--- config.mk ---
export PLATFORM = sky130hd
export DESIGN_NAME = pla_eval_scheduler
export DESIGN_NICKNAME = d
export VERILOG_FILES = /design/src/rtl/pla_eval_scheduler.sv
export SDC_FILE = /design/constraint.sdc
export NUM_CORES = 1
export LEC_CHECK = 0
export BUFFER_PORTS_ARGS = -buffer_cell sky130_fd_sc_hd__buf_2
export CELL_PAD_IN_SITES_DETAIL_PLACEMENT = 0
export CELL_PAD_IN_SITES_GLOBAL_PLACEMENT = 1
export CORE_ASPECT_RATIO = 1.25
export CORE_MARGIN = 1
export CORE_UTILIZATION = 34
export CTS_CLUSTER_SIZE = 8
export DETAILED_ROUTE_END_ITERATION = 16
export PLACE_DENSITY_LB_ADDON = 0.1
export SLEW_MARGIN = 20
export SYNTH_ARGS = -nofsm -noshare
export SYNTH_HDL_FRONTEND = slang
export SYNTH_SLANG_ARGS = --single-unit
export TNS_END_PERCENT = 10
--- constraint.sdc ---
create_clock -name clk -period 4.33 [get_ports clk]
set_clock_uncertainty 0.15 [all_clocks]
set_input_delay 0.6495 -clock clk [delete_from_list [all_inputs] [get_ports clk]]
set_output_delay 0.6495 -clock clk [all_outputs]
set_load 0.01 [all_outputs]
--- src/rtl/pla_eval_scheduler.sv ---
// Round-robin sequencer sharing one combinational PLA evaluator,
// with an exhaustive self-test sweep that folds outputs into a signature.
module pla_eval_scheduler #(
  parameter int NREQ   = 4,
  parameter int IN_W   = 16,
  parameter int OUT_W  = 46,
  parameter int SETTLE = 1
) (
  input  logic                          clk,
  input  logic                          rst,
  input  logic [NREQ-1:0]               req_valid,
  input  logic [NREQ*IN_W-1:0]          req_vec,
  output logic [NREQ-1:0]               req_ready,
  output logic [IN_W-1:0]               pla_in,
  input  logic [OUT_W-1:0]              pla_out,
  output logic                          rsp_valid,
  output logic [(NREQ>1 ? $clog2(NREQ) : 1)-1:0] rsp_id,
  output logic [OUT_W-1:0]              rsp_data,
  input  logic                          rsp_ready,
  input  logic                          sweep_start,
  output logic                          sweep_busy,
  output logic                          sweep_done,
  output logic [OUT_W-1:0]              sweep_sig
);

  localparam int ID_W  = (NREQ > 1) ? $clog2(NREQ) : 1;
  localparam int CNT_W = $clog2(SETTLE + 1);
  localparam logic [IN_W:0] LAST = {1'b0, {IN_W{1'b1}}};
  localparam logic [CNT_W-1:0] CNT_LD = CNT_W'(SETTLE);
  localparam logic [CNT_W-1:0] CNT_ONE = CNT_W'(1);

  typedef enum logic [1:0] {IDLE, EVAL, RESP, SWEEP} state_t;

  state_t           state;
  logic [ID_W-1:0]  rr_ptr;
  logic [CNT_W-1:0] cnt;
  logic [IN_W:0]    vcnt;
  logic [ID_W-1:0]  win;
  logic             found;
  logic             grant_ok;

  always_comb begin
    win   = '0;
    found = 1'b0;
    for (int i = 0; i < NREQ; i++) begin
      if (!found && req_valid[(int'(rr_ptr) + i) % NREQ]) begin
        found = 1'b1;
        win   = ID_W'((int'(rr_ptr) + i) % NREQ);
      end
    end
  end

  // Sweep start wins over any request arriving in the same idle cycle.
  assign grant_ok  = (state == IDLE) && !sweep_start && found;
  assign req_ready = grant_ok ? ({{(NREQ-1){1'b0}}, 1'b1} << win) : '0;

  always_ff @(posedge clk or posedge rst) begin
    if (rst) begin
      state      <= IDLE;
      rr_ptr     <= '0;
      cnt        <= '0;
      vcnt       <= '0;
      pla_in     <= '0;
      rsp_valid  <= 1'b0;
      rsp_id     <= '0;
      rsp_data   <= '0;
      sweep_busy <= 1'b0;
      sweep_done <= 1'b0;
      sweep_sig  <= '0;
    end else begin
      sweep_done <= 1'b0;
      unique case (state)
        IDLE: begin
          if (sweep_start) begin
            sweep_sig  <= '0;
            pla_in     <= '0;
            vcnt       <= '0;
            cnt        <= CNT_LD;
            sweep_busy <= 1'b1;
            state      <= SWEEP;
          end else if (grant_ok) begin
            pla_in <= req_vec[win*IN_W +: IN_W];
            rsp_id <= win;
            rr_ptr <= (win == ID_W'(NREQ - 1)) ? '0 : win + 1'b1;
            cnt    <= CNT_LD;
            state  <= EVAL;
          end
        end
        EVAL: begin
          cnt <= cnt - 1'b1;
          if (cnt == CNT_ONE) begin
            rsp_data  <= pla_out;
            rsp_valid <= 1'b1;
            state     <= RESP;
          end
        end
        RESP: begin
          if (rsp_ready) begin
            rsp_valid <= 1'b0;
            state     <= IDLE;
          end
        end
        SWEEP: begin
          cnt <= cnt - 1'b1;
          if (cnt == CNT_ONE) begin
            sweep_sig <= {sweep_sig[OUT_W-2:0], sweep_sig[OUT_W-1]}
                         ^ pla_out;
            if (vcnt == LAST) begin
              sweep_busy <= 1'b0;
              sweep_done <= 1'b1;
              pla_in     <= '0;
              state      <= IDLE;
            end else begin
              vcnt   <= vcnt + 1'b1;
              pla_in <= vcnt[IN_W-1:0] + 1'b1;
              cnt    <= CNT_LD;
            end
          end
        end
        default: state <= IDLE;
      endcase
    end
  end

endmodule
==> out/qor.csv <==
metric,value,unit
number of synthesized flops with an enable pin,0,
GR Overflow Total,0,
normalized max-slew margin,35.8,%
hold-fix buffers at CTS,0,
io pins,235,
leakage power,4.15,nW
die area,0.0200,mm²
RSZ-0062 raised after global routing,no,
Avg Inst Size Synth,11.2,µm²
CTS Buf Count,17,
DR pass1 iterations,4,
Yosys top cell area share,51.1,%
share of post-route cells with drive strength above 1,39.7,%
dominant synthesized flop cell,dfrtp_1,
measured slew at the worst slew-check pin,0.960,ns
pre-CTS setup slack,1.31,ns
syn_nets,714,
pwr dens,733,mW/mm²
WL/cell,15.7,µm
Starting DRT DRC Count,169,
CTS Buffer Depth,2,
Tot Pwr,6.24,mW
worst setup path endpoint,vcnt[7],
total track usage,16.7,%
Worst path slowest cell,and2_1,
DR vias,5200,
Flop pwr share,34.9,%
postcts setup bufs,0,
Area Overhead vs Synth,28.9,%
Worst path max stage delay,0.48,ns
# clock sinks,135,
CTS root buffer,clkbuf_16,
RR Startpoint,vcnt[0],
post-synthesis cell count,590,
Comb power frac,41.6,%
fmax,0.327,GHz
final non-filler cell total,1054,
post-cts sizing count,0,
Detailed Route WL,16500,µm
most frequent cells in the layout,"buf_2 (234), dfrtp_1 (135), nand2_1 (67)",
Area contributors post-synth,"dfrtp_1 (51%), mux2_2 (7.8%), xnor2_1 (6.8%)",
placed cells,1022,
most frequent CP cell,ha_1,
Hold Path Class,input port to asynchronous set/reset pin,
crit end category,flop,
Worst Slack Setup Final,1.27,ns
Fin. Hold Viols,0,
Via density,4.93,
Buffers on Ports,234,
Seq cells post-synth,135,
Final min period,3.06,ns
status,finished clean,
Worst-path clk slew,0.06,ns
die span in y,158,µm
Worst Setup Path Type,flop to flop,
H-tree level count,4,
"CP delay by family, top",simple AND/OR/NAND/NOR gates,
CP cell instances,ha_1 -> and3_1 -> nand2_1 -> nor2_1 -> ha_1 -> or2_1 -> and2_1 -> o21ai_0 -> o31ai_1,
vias in the first global route,5130,
"Setup violations, final",0,
Detail Route Antenna Nets,0,
Int Pwr,3.82,mW
max-slew violation count,0,
sequential area share after synthesis,51.1,%
net switching power,2.43,mW
worst vdd ir,321,µV
DRC,0,
crit start category,flop,
CP Buf/Inv Count,0,
"area leader, netlist",dfrtp_1,
synth unique cells,40,
Placer Congestion,0.757,
crit path max fanout,15,
Final #Nets,933,
ys async rst share,100,%
row count,56,
starting density of the core,34.9,%
cell count along the critical path,9,
"most common cell after layout, fill and taps aside",buf_2,
Crit path arrival time,3.22,ns
total core area,0.0189,mm²
Setup TNS Final,0,ns
largest net degree at the start of global routing,93,
initial antenna violation count,0,
Layout fillers,1857,
RR Endpoint,vcnt[7],
Worst Path Required,4.50,ns
post-synthesis cell area,0.00661,mm²
DP Wirelength,11900,µm
R2R cell count,9,
clock network power share,23.6,%
"reg-to-reg slack, setup",1.27,ns
global-route wire length before repair,26000,µm
placed cell area,0.00793,mm²
Inserted Diodes,0,
Final period util,70.6,%
Max-cap violations,0,
Worst setup startpoint,vcnt[0],
worst skew pair latency,0.42,ns
Synth warnings,0,
CTS tree,built,
Die Width,127,µm
Final Instance Area,0.00852,mm²
Net Sw Frac,38.9,%
metal layers:
| layer | global-route usage [%] | wire (µm) | vias to the layer above |
|---|---|---|---|
| met2 | 28.7 | 8130 | 174 |
| met1 | 19.1 | 6910 | 2477 |
| met3 | 5.61 | 1240 | 15 |
| li1 | - | - | 2534 |
| met5 | 0 | 0 | - |
| met4 | 6.52 | 256 | 0 |
state kept, by name, indices dropped and copies added, names as in the netlist:
name,cells
vcnt,17
rr_ptr,2
pla_in,16
sweep_sig,46
sweep_done,1
sweep_busy,1
state,2
rsp_valid,1
rsp_id,2
rsp_data,46
cnt,1
power groups by stage:
stage	combinational [mW]	clock [mW]	sequential (mW)
floorplan	1.61	0	2.36
global route	2.87	1.56	2.25
CTS	2.65	1.51	2.19
global placement	2.61	0	2.17
finish	2.59	1.47	2.18
detailed placement	2.65	0	2.19
worst min-delay path by stage:
| stage | start | endpoint | slack, ns |
|---|---|---|---|
| global placement | rsp_data[10] | rsp_data[10] | 0.33 |
| floorplan | vcnt[16] | vcnt[16] | 0.32 |
| CTS | rst | sweep_done | 0.15 |
| global route | rst | sweep_done | 0.18 |
| detailed placement | rsp_id[1] | rsp_id[1] | 0.33 |
| finish | rst | sweep_done | 0.15 |
cells by family (layout without fill, tap and decap cells):
group | Yosys count | in the layout | share of synthesized area (%)
flops | 135 | 135 | 51.1
mux | 86 | 86 | 13.9
xor+xnor | 60 | 60 | 7.95
compound gates | 122 | 122 | 12.8
fa+ha+maj | 6 | 6 | 1.14
buf+inv | 46 | 278 | 3.67
simple gates | 135 | 135 | 9.43
worst reg2reg max path: stages, from the launching register on:
cell     delay [ns]
dfrtp_1        0.43
ha_1           0.27
and3_1         0.38
nand2_1        0.17
nor2_1         0.13
ha_1           0.23
or2_1          0.44
and2_1         0.49
o21ai_0        0.17
o31ai_1        0.09
through the flow:
stage | utilization (%) | hold WS [ns]
global placement | 41.9 | 0.333
finish | 45.0 | 0.151
CTS | 45.0 | 0.153
floorplan | - | 0.319
global route | 45.0 | 0.185
detailed placement | 41.9 | 0.334
synthesized netlist by cell type (3+ instances only):
library cell  count
nand2_1          68
nand3_1          15
dfrtp_1         135
o22ai_1           9
o21ai_0          30
xor2_1            9
clkbuf_1         11
a221o_1           7
a21oi_1           5
and3_1            8
mux2_2           46
nor2_1           18
nand2b_1          3
o21ai_1           3
o31ai_1          51
and2_1            8
mux2i_1          40
ha_1              6
inv_1             6
xnor2_1          51
a21o_1            4
nor2b_1           5
o22a_1            9
buf_2            19
buf_6             5
cell type report:
type	instances	area [µm²]	share of cell area, %
Tap cell	232	290	3.41
Timing Repair Buffer	239	1220	14.3
Inverter	7	30.0	0.352
Clock inverter	15	168	1.97
Clock buffer	17	425	4.99
Sequential cell	135	3380	39.6
Multi-Input combinational cell	409	3010	35.3
No activity file was read; power rests on OpenSTA's default activity.
